--- config.mk ---
export PLATFORM = sky130hd
export DESIGN_NAME = arbitro_rr_4a1
export DESIGN_NICKNAME = d
export VERILOG_FILES = /design/src/rtl/arbitro_rr_4a1_pkg.sv /design/src/rtl/arbitro_rr_4a1_prioridad_rr.sv /design/src/rtl/arbitro_rr_4a1.sv
export SDC_FILE = /design/constraint.sdc
export NUM_CORES = 1
export LEC_CHECK = 0
export ABC_AREA = 0
export BUFFER_PORTS_ARGS = -buffer_cell sky130_fd_sc_hd__buf_2
export CAP_MARGIN = 0
export CORE_MARGIN = 1
export CORE_UTILIZATION = 49
export CTS_CLUSTER_SIZE = 40
export DETAILED_ROUTE_END_ITERATION = 10
export GPL_TIMING_DRIVEN = 0
export PLACE_DENSITY = 0.84
export RECOVER_POWER = 100
export SLEW_MARGIN = 20
export SYNTH_ARGS = -nofsm -noshare
export SYNTH_HDL_FRONTEND = slang
export SYNTH_SLANG_ARGS = --single-unit
--- constraint.sdc ---
create_clock -name clk -period 4.1 [get_ports clk]
set_clock_uncertainty 0.15 [all_clocks]
set_input_delay 0.41 -clock clk [delete_from_list [all_inputs] [get_ports clk]]
set_output_delay 0.41 -clock clk [all_outputs]
set_load 0.005 [all_outputs]
--- src/rtl/arbitro_rr_4a1_pkg.sv ---
// Shared constants for the 4-to-1 round-robin FIFO arbiter: system mode
// encoding, FSM state encodings and a helper for sizing the burst counter.
package arbitro_rr_4a1_pkg;

  // System mode that holds the arbiter idle
  localparam logic [3:0] MODE_INIT = 4'b0001;

  // Arbiter FSM encodings
  localparam logic [1:0] ST_IDLE  = 2'd0;
  localparam logic [1:0] ST_SERVE = 2'd1;
  localparam logic [1:0] ST_STALL = 2'd2;

  // Last-served pointer after reset/INIT, so the first search starts at 0
  localparam logic [1:0] PTR_RESET = 2'd3;

  // Burst counter only has to count 0..BURST-1
  function automatic int unsigned cnt_width(input int unsigned burst);
    return (burst > 1) ? $clog2(burst) : 1;
  endfunction

endpackage

--- src/rtl/arbitro_rr_4a1_prioridad_rr.sv ---
// Round-robin next-ready search: first ready index strictly after ptr,
// wrapping around, with ptr itself considered last.
module prioridad_rr (
  input  logic [3:0] ready,
  input  logic [1:0] ptr,
  output logic [1:0] next,
  output logic       any
);

  logic [1:0] w_idx;

  // Walk from the farthest candidate back to ptr+1 so the nearest ready one wins
  always_comb begin
    next  = ptr;
    any   = 1'b0;
    w_idx = 2'd0;
    for (int k = 4; k >= 1; k--) begin
      w_idx = ptr + 2'(k);
      if (ready[w_idx]) begin
        next = w_idx;
        any  = 1'b1;
      end
    end
  end

endmodule

--- src/rtl/arbitro_rr_4a1.sv ---
// 4-to-1 round-robin arbiter draining four input FIFOs into one output FIFO.
// Each grant pops up to BURST words before rotating; a full output stalls
// the transfer without losing or repeating words. Output push trails the
// pop by exactly one cycle, when the popped word appears on data_in.
module arbitro_rr_4a1
  import arbitro_rr_4a1_pkg::*;
#(
  parameter int DATA_WIDTH = 6,
  parameter int BURST      = 4
) (
  input  logic                  clk,
  input  logic                  reset_L,
  input  logic [3:0]            state,
  input  logic                  empty0,
  input  logic                  empty1,
  input  logic                  empty2,
  input  logic                  empty3,
  input  logic [DATA_WIDTH-1:0] data_in0,
  input  logic [DATA_WIDTH-1:0] data_in1,
  input  logic [DATA_WIDTH-1:0] data_in2,
  input  logic [DATA_WIDTH-1:0] data_in3,
  input  logic                  almost_full,
  output logic                  pop0,
  output logic                  pop1,
  output logic                  pop2,
  output logic                  pop3,
  output logic                  push,
  output logic [DATA_WIDTH-1:0] data_out,
  output logic [1:0]            grant
);

  localparam int unsigned      BW         = cnt_width(BURST);
  localparam logic [BW-1:0]    BURST_LAST = BW'(BURST - 1);

  logic [1:0]            r_fsm;
  logic [1:0]            r_grant;
  logic [1:0]            r_ptr;
  logic [BW-1:0]         r_burst;
  logic                  r_push;
  logic [1:0]            r_sel_d;

  logic [3:0]            w_ready;
  logic [3:0]            w_pop;
  logic [1:0]            w_search_ptr;
  logic [1:0]            w_next;
  logic                  w_any;
  logic                  w_init;
  logic                  w_active;
  logic                  w_grant_ready;
  logic                  w_last_pop;
  logic                  w_rotate;
  logic [DATA_WIDTH-1:0] w_din_sel;

  assign w_ready       = ~{empty3, empty2, empty1, empty0};
  assign w_init        = (state == MODE_INIT);
  // STALL behaves like SERVE as soon as the output frees up, so a stall costs
  // exactly the cycles almost_full is high
  assign w_active      = (r_fsm == ST_SERVE) || (r_fsm == ST_STALL);
  assign w_grant_ready = w_ready[r_grant];
  // From IDLE search after the last served index; when rotating, after the
  // current owner (which becomes the new last-served index)
  assign w_search_ptr  = (r_fsm == ST_IDLE) ? r_ptr : r_grant;

  prioridad_rr u_prioridad_rr (
    .ready (w_ready),
    .ptr   (w_search_ptr),
    .next  (w_next),
    .any   (w_any)
  );

  // Pop only the granted FIFO, only when it has data and the output can accept
  always_comb begin
    w_pop = 4'b0000;
    if (w_active && !w_init && !almost_full && w_grant_ready) begin
      w_pop[r_grant] = 1'b1;
    end
  end

  assign pop0 = w_pop[0];
  assign pop1 = w_pop[1];
  assign pop2 = w_pop[2];
  assign pop3 = w_pop[3];

  assign w_last_pop = (|w_pop) && (r_burst == BURST_LAST);
  assign w_rotate   = w_active && !w_init && !almost_full &&
                      (w_last_pop || !w_grant_ready);

  // Control FSM: grant ownership, burst counting, rotation and stall
  always_ff @(posedge clk or negedge reset_L) begin
    if (!reset_L) begin
      r_fsm   <= ST_IDLE;
      r_grant <= 2'd0;
      r_ptr   <= PTR_RESET;
      r_burst <= '0;
    end else if (w_init) begin
      r_fsm   <= ST_IDLE;
      r_ptr   <= PTR_RESET;
      r_burst <= '0;
    end else begin
      case (r_fsm)
        ST_IDLE: begin
          if (w_any) begin
            r_fsm   <= ST_SERVE;
            r_grant <= w_next;
            r_burst <= '0;
          end
        end
        ST_SERVE, ST_STALL: begin
          if (almost_full) begin
            r_fsm <= ST_STALL;
          end else if (w_rotate) begin
            r_ptr   <= r_grant;
            r_burst <= '0;
            if (w_any) begin
              r_grant <= w_next;
              r_fsm   <= ST_SERVE;
            end else begin
              r_fsm   <= ST_IDLE;
            end
          end else begin
            r_fsm   <= ST_SERVE;
            r_burst <= r_burst + 1'b1;
          end
        end
        default: r_fsm <= ST_IDLE;
      endcase
    end
  end

  // Push trails the pop by one cycle; remember which FIFO the word came from
  always_ff @(posedge clk or negedge reset_L) begin
    if (!reset_L) begin
      r_push  <= 1'b0;
      r_sel_d <= 2'd0;
    end else begin
      r_push <= |w_pop;
      if (|w_pop) begin
        r_sel_d <= r_grant;
      end
    end
  end

  // Select the word the source FIFO presents the cycle after its pop
  always_comb begin
    w_din_sel = '0;
    case (r_sel_d)
      2'd0:    w_din_sel = data_in0;
      2'd1:    w_din_sel = data_in1;
      2'd2:    w_din_sel = data_in2;
      default: w_din_sel = data_in3;
    endcase
  end

  assign push     = r_push;
  assign data_out = r_push ? w_din_sel : '0;
  assign grant    = r_grant;

endmodule

==> results.json, run 1 <==
{
  "die_area_um2": 2225,
  "cpMaxStageDelayCell": "nor3_1",
  "grt_pass1_vias": 850,
  "grt_max_degree": 12,
  "mostFrequentLayoutCells": "buf_2, clkbuf_1, dfrtp_1",
  "period_needed_ns": 2.946,
  "place_inst": 165,
  "grtUsageTotal_pct": 22.10,
  "powerDensity_nw_per_um2": 641.9,
  "cts-root-buf": "clkbuf_4",
  "min-delay-start": "state[2]",
  "vias_per_cell": 5.494,
  "firstDrtPassIters": 4,
  "cts.sinks": 11,
  "hold_viol_final": 0,
  "final_common_cell": "buf_2",
  "rr_worst_depth": 7,
  "fin_util_pct": 68.80,
  "place_area_um2": 1266,
  "yosys_register_bits": 11,
  "required_ns": 3.54,
  "route.vias.total": 934,
  "min_period_over_period_pct": 71.85,
  "cts_max_path_buffers": 2,
  "path_max_fanout": 10,
  "leakagePower_nw": 0.6236,
  "timing.fmax_ghz": 0.3395,
  "diodes": 0,
  "syn_area_um2": 999.7,
  "max_stage_delay_ns": 0.57,
  "crit_path_start_kind": "flop",
  "synth_top_cell_by_area": "dfrtp_1",
  "synth_cells": 93,
  "min_path_cells": 3,
  "cts_inserted_buffers": 3,
  "yosys.cell_types.count": 40,
  "r2r_end": "grant[0]$_DFFE_PN0P_",
  "setup_ws_ns": 1.154,
  "overflow": 0,
  "die_y_um": 47.17,
  "nFillCells": 146,
  "dieWidth_um": 47.17,
  "worst_slew_pin_slew_ns": 0.6565,
  "synthArstFlopShare_pct": 100.0,
  "synth_top_area_share_pct": 22.53,
  "r2r_slack_ns": 1.58,
  "htreeDepth": 1,
  "maxCapViolCount": 0,
  "start_util_pct": 54.91,
  "fin_tns_setup_ns": 0,
  "pre_cts_ws_ns": 1.878,
  "routedWlPerCell_um": 13.57,
  "cp_common_cell": "mux2i_1",
  "outcome": "finished clean",
  "criticalPathCategory": "flop to output port",
  "min_path_type": "input pin to flop",
  "syn_avg_cell_area_um2": 10.75,
  "synth_area_leaders": "dfrtp_1, mux4_2, mux2i_1",
  "syn-num-nets": 131,
  "timing.rr.start": "r_fsm[0]$_DFFE_PN0P_",
  "core_region_area_um2": 1821,
  "port_buffers": 47,
  "drc": 0,
  "area_growth_pct": 25.28,
  "grt_pass1_wl_mm": 3.408,
  "ant_nets": 0,
  "synth-edff-count": 0,
  "drt_iter0_markers": 19,
  "ir_drop_mv": 0.3947,
  "hpwl_mm": 1.859,
  "hold_end": "r_fsm[1]$_DFFE_PN0P_",
  "grt_antenna_before_repair": 0,
  "synth-main-ff-cell": "dfrtp_1",
  "slew_headroom_pct": 55.90,
  "grt_setup_unrepaired": "false",
  "slew_viol_final": 0,
  "timing.critical_path.cells": "clkbuf_1 -> mux2i_1 -> mux2i_1 -> nor3_1 -> nor3b_1 -> buf_2",
  "boundaryPins": 48,
  "clk_pin_slew_ns": 0.07,
  "std_cell_rows": 15,
  "place_congestion": 0.8267,
  "setup_viol": 0,
  "clk_latency_ns": 0.28,
  "yosysSeqAreaShare_pct": 27.78,
  "routed_wl_mm": 2.307,
  "drive_above_1_share_pct": 40.00,
  "layout.nets": 184,
  "final_area_um2": 1252,
  "stdcell_count": 170,
  "arrival_ns": 2.39,
  "ctsResizeCount": 0,
  "crit_path_end_kind": "output port",
  "cts_tree": "built",
  "yosysWarnings": 0
}
-- worst max-delay path, delay by kind of cell, from the launching register on --
family	cells	cell delay, ns
mux	2	0.46
flops	1	0.34
buf+inv	2	0.49
simple gates	2	0.82
-- power breakdown --
part / internal, mW / switching, mW / leakage, nW / total [mW]
combinational: 0.273 / 0.254 / 0.476 / 0.528
clock: 0.0378 / 0.0397 / 0.0150 / 0.0775
sequential: 0.167 / 0.0316 / 0.133 / 0.199
-- repair_timing --
item,in CTS,in global routing
hold endpoints to repair,9,0
setup buffers,0,0
hold buffers,1,0
-- sequential cells by signal (all words and copies together), names as in the netlist --
name / count
r_burst: 2
r_fsm: 2
r_sel_d: 2
grant: 2
push: 1
r_ptr: 2
-- logic make-up after synthesis --
group	Yosys count	synth area share, %
simple gates	33	22.03
compound gates	14	11.14
flops	11	27.79
mux	20	29.04
buf+inv	12	6.258
fa+ha+maj	3	3.755
-- cells in the mapped netlist, types with 3 or more instances --
master / count
mux4_2: 6
ha_1: 3
mux2i_1: 7
and2_1: 9
mux2_1: 3
inv_1: 6
nand2_1: 6
nor2_1: 3
dfrtp_1: 9
-- per-layer routing --
metal / track usage, % / vias up / share of wire, %
met3: 2.692 / 5 / 6.8
met1: 22.70 / 438 / 38
li1: - / 452 / -
met5: 0 / - / 0
met2: 43.06 / 39 / 54
met4: 11.43 / 0 / 1.3
-- how the worst max path moves through the flow --
| stage | startpoint | end | slack [ns] | cells after the start |
|---|---|---|---|---|
| 2_1_floorplan | r_fsm[0]$_DFFE_PN0P_ | grant[0]$_DFFE_PN0P_ | 2.00 | 7 |
| 3_3_place_gp | r_fsm[0]$_DFFE_PN0P_ | grant[0]$_DFFE_PN0P_ | 1.91 | 7 |
| 3_5_place_dp | r_fsm[0]$_DFFE_PN0P_ | grant[0]$_DFFE_PN0P_ | 1.88 | 7 |
| 4_1_cts | grant[1]$_DFFE_PN0P_ | pop0 | 1.62 | 6 |
| 5_1_grt | grant[1]$_DFFE_PN0P_ | pop0 | 0.94 | 6 |
| 6_report | grant[1]$_DFFE_PN0P_ | pop0 | 1.15 | 6 |
-- per-stage QoR --
step                power, mW  hold slack (ns)
finish                 0.8039           0.2674
global route           0.8857           0.2876
CTS                    0.8603           0.2842
detailed placement     0.7799           0.1448
global placement       0.7568           0.1342
floorplan              0.6530         -0.03559
-- cell type report --
class	instances	area, µm²	area share, %
Multi-Input combinational cell	70	631.9	50.45
Tap cell	25	31.28	2.498
Timing Repair Buffer	48	239.0	19.08
Buffer	6	23.77	1.898
Clock buffer	4	26.28	2.098
Sequential cell	11	277.8	22.18
Inverter	6	22.52	1.798
No activity file was read; power rests on OpenSTA's default activity.
==> run 2, diff against run 1 <==
CORE_UTILIZATION = 41   (was 49)
PLACE_DENSITY = 0.75   (was 0.84)
clock period = 2.7 ns   (was 4.1 ns; I/O delays follow)
==> run 2 against run 1 <==
Compared with the run above: power increased by 56%; largest cell class unchanged; first-iteration DRC count shrank 79%; routed wire length fell by 4.5%; design area up 2.4%; critical endpoint unchanged; critical path depth unchanged.
==> results.json, run 2 (synthesized netlist as in run 1, its figures left out) <==
{
  "outcome": "finished clean",
  "grt_pass1_wl_mm": 3.705,
  "holdWs_ns": 0.1676,
  "layout.nets": 184,
  "cts_inserted_buffers": 3,
  "route.vias.total": 945,
  "powerDensity_nw_per_um2": 978.3,
  "vias_per_cell": 5.462,
  "dieWidth_um": 51.38,
  "maxCapViolCount": 0,
  "htreeDepth": 1,
  "slew_headroom_pct": 50.91,
  "place_congestion": 0.7988,
  "cts_tree": "built",
  "core_region_area_um2": 2255,
  "drt_iter0_markers": 4,
  "ir_drop_mv": 0.7505,
  "nFillCells": 216,
  "grt_setup_unrepaired": "false",
  "boundaryPins": 48,
  "hpwl_mm": 1.864,
  "timing.fmax_ghz": 0.4343,
  "diodes": 0,
  "grt_max_degree": 12,
  "die_y_um": 51.38,
  "path_max_fanout": 10,
  "critPathTopFamily": "simple AND/OR/NAND/NOR gates",
  "min_period_over_period_pct": 85.27,
  "ctsResizeCount": 0,
  "cts-root-buf": "clkbuf_4",
  "fin_tns_setup_ns": 0,
  "hold_viol_final": 0,
  "grt_pass1_vias": 912,
  "arrival_ns": 1.88,
  "area_growth_pct": 28.29,
  "firstDrtPassIters": 4,
  "overflow": 0,
  "cp_common_cell": "mux2i_1",
  "stdcell_count": 173,
  "die_area_um2": 2640,
  "critPathBufInv": 2,
  "mostFrequentLayoutCells": "buf_2, clkbuf_1, dfrtp_1",
  "clk_pin_slew_ns": 0.06,
  "timing.critical_path.cells": "buf_6 -> mux2i_1 -> mux2i_1 -> nor3_4 -> nor3b_1 -> buf_2",
  "cts_max_path_buffers": 2,
  "clk_latency_ns": 0.27,
  "std_cell_rows": 17,
  "start_util_pct": 44.34,
  "drive_above_1_share_pct": 42.07,
  "leakagePower_nw": 0.6377,
  "final_area_um2": 1282,
  "setup_viol": 0,
  "criticalPathCategory": "flop to output port",
  "min_path_type": "input pin to flop",
  "grt_antenna_before_repair": 0,
  "cpMaxStageDelayCell": "dfrtp_1",
  "port_buffers": 47,
  "routedWlPerCell_um": 12.73,
  "crit_path_start_kind": "flop",
  "worst_slew_pin_slew_ns": 0.7363,
  "place_inst": 168,
  "cts.sinks": 11,
  "drc": 0,
  "final_common_cell": "buf_2",
  "slew_viol_final": 0,
  "required_ns": 2.28,
  "ant_nets": 0,
  "grtUsageTotal_pct": 18.41,
  "place_area_um2": 1270,
  "period_needed_ns": 2.302,
  "max_stage_delay_ns": 0.35,
  "crit_path_end_kind": "output port",
  "routed_wl_mm": 2.203
}
## run 2: cell types whose count changed in the layout (fill, tap and decap cells not counted), sizes merged
cell | before | now
buf | 43 | 44
clkbuf | 14 | 13
## run 2: worst paths after layout
| kind | cells after the start | to | from | slack [ns] |
|---|---|---|---|---|
| setup / recovery | 6 | pop0 | grant[1]$_DFFE_PN0P_ | 0.40 |
| hold / removal | 3 | r_fsm[0]$_DFFE_PN0P_ | state[2] | 0.17 |
| setup reg to reg | 7 | grant[0]$_DFFE_PN0P_ | r_fsm[0]$_DFFE_PN0P_ | 0.40 |
| hold reg to reg | 2 | r_burst[1]$_DFFE_PN0P_ | r_burst[1]$_DFFE_PN0P_ | 0.37 |
| max in group asynchronous | 2 | push$_DFF_PN0_ | reset_L | 1.67 |
| min in group asynchronous | 2 | grant[0]$_DFFE_PN0P_ | reset_L | 0.35 |
## run 2: area by class of cell
| cell class | count | area, µm² | area share [%] |
|---|---|---|---|
| multi-input cells | 70 | 643.1 | 50.15 |
| flip-flops and latches | 11 | 277.8 | 21.66 |
| repair buffers | 48 | 239.0 | 18.63 |
| plain buffers | 6 | 38.79 | 3.024 |
| well taps | 28 | 35.03 | 2.732 |
| clock buffers | 4 | 26.28 | 2.049 |
| inverters | 6 | 22.52 | 1.756 |
## run 2: repair_timing
action	in CTS	in global routing
hold buffers	1	0
setup buffers	0	0
endpoints found under the hold margin	11	0
## run 2: where the power goes
part | internal [mW] | switching [mW] | leakage [nW] | total, mW
Clock | 0.0572 | 0.0546 | 0.0150 | 0.112
Combinational | 0.446 | 0.394 | 0.490 | 0.840
Sequential | 0.254 | 0.0486 | 0.133 | 0.303
## run 2: stage by stage
| stage | util, % | setup slack (ns) | total power, mW |
|---|---|---|---|
| final | 56.88 | 0.3976 | 1.255 |
| after global routing | 56.88 | 0.2262 | 1.378 |
| after CTS | 57.94 | 0.3460 | 1.302 |
| after detailed placement | 56.33 | 0.4702 | 1.187 |
| after global placement | 56.33 | 0.5089 | 1.152 |
| after floorplan | - | 0.6028 | 0.9915 |
## run 2: layer usage
layer / part of all wire (%) / track usage [%] / vias to the layer above
met2: 50 / 36.80 / 45
met3: 11 / 6.845 / 0
li1: - / - / 457
met5: 0 / 0 / -
met1: 39 / 18.89 / 443
met4: 0 / 0 / 0
## run 2: worst reg2reg max path, cell delays in order (launching register included)
cell and delay [ns]:
dfrtp_1 0.40, inv_1 0.07, ha_1 0.15, buf_6 0.13
mux2i_1 0.42, mux2_4 0.34, a211o_1 0.29, mux2_2 0.25
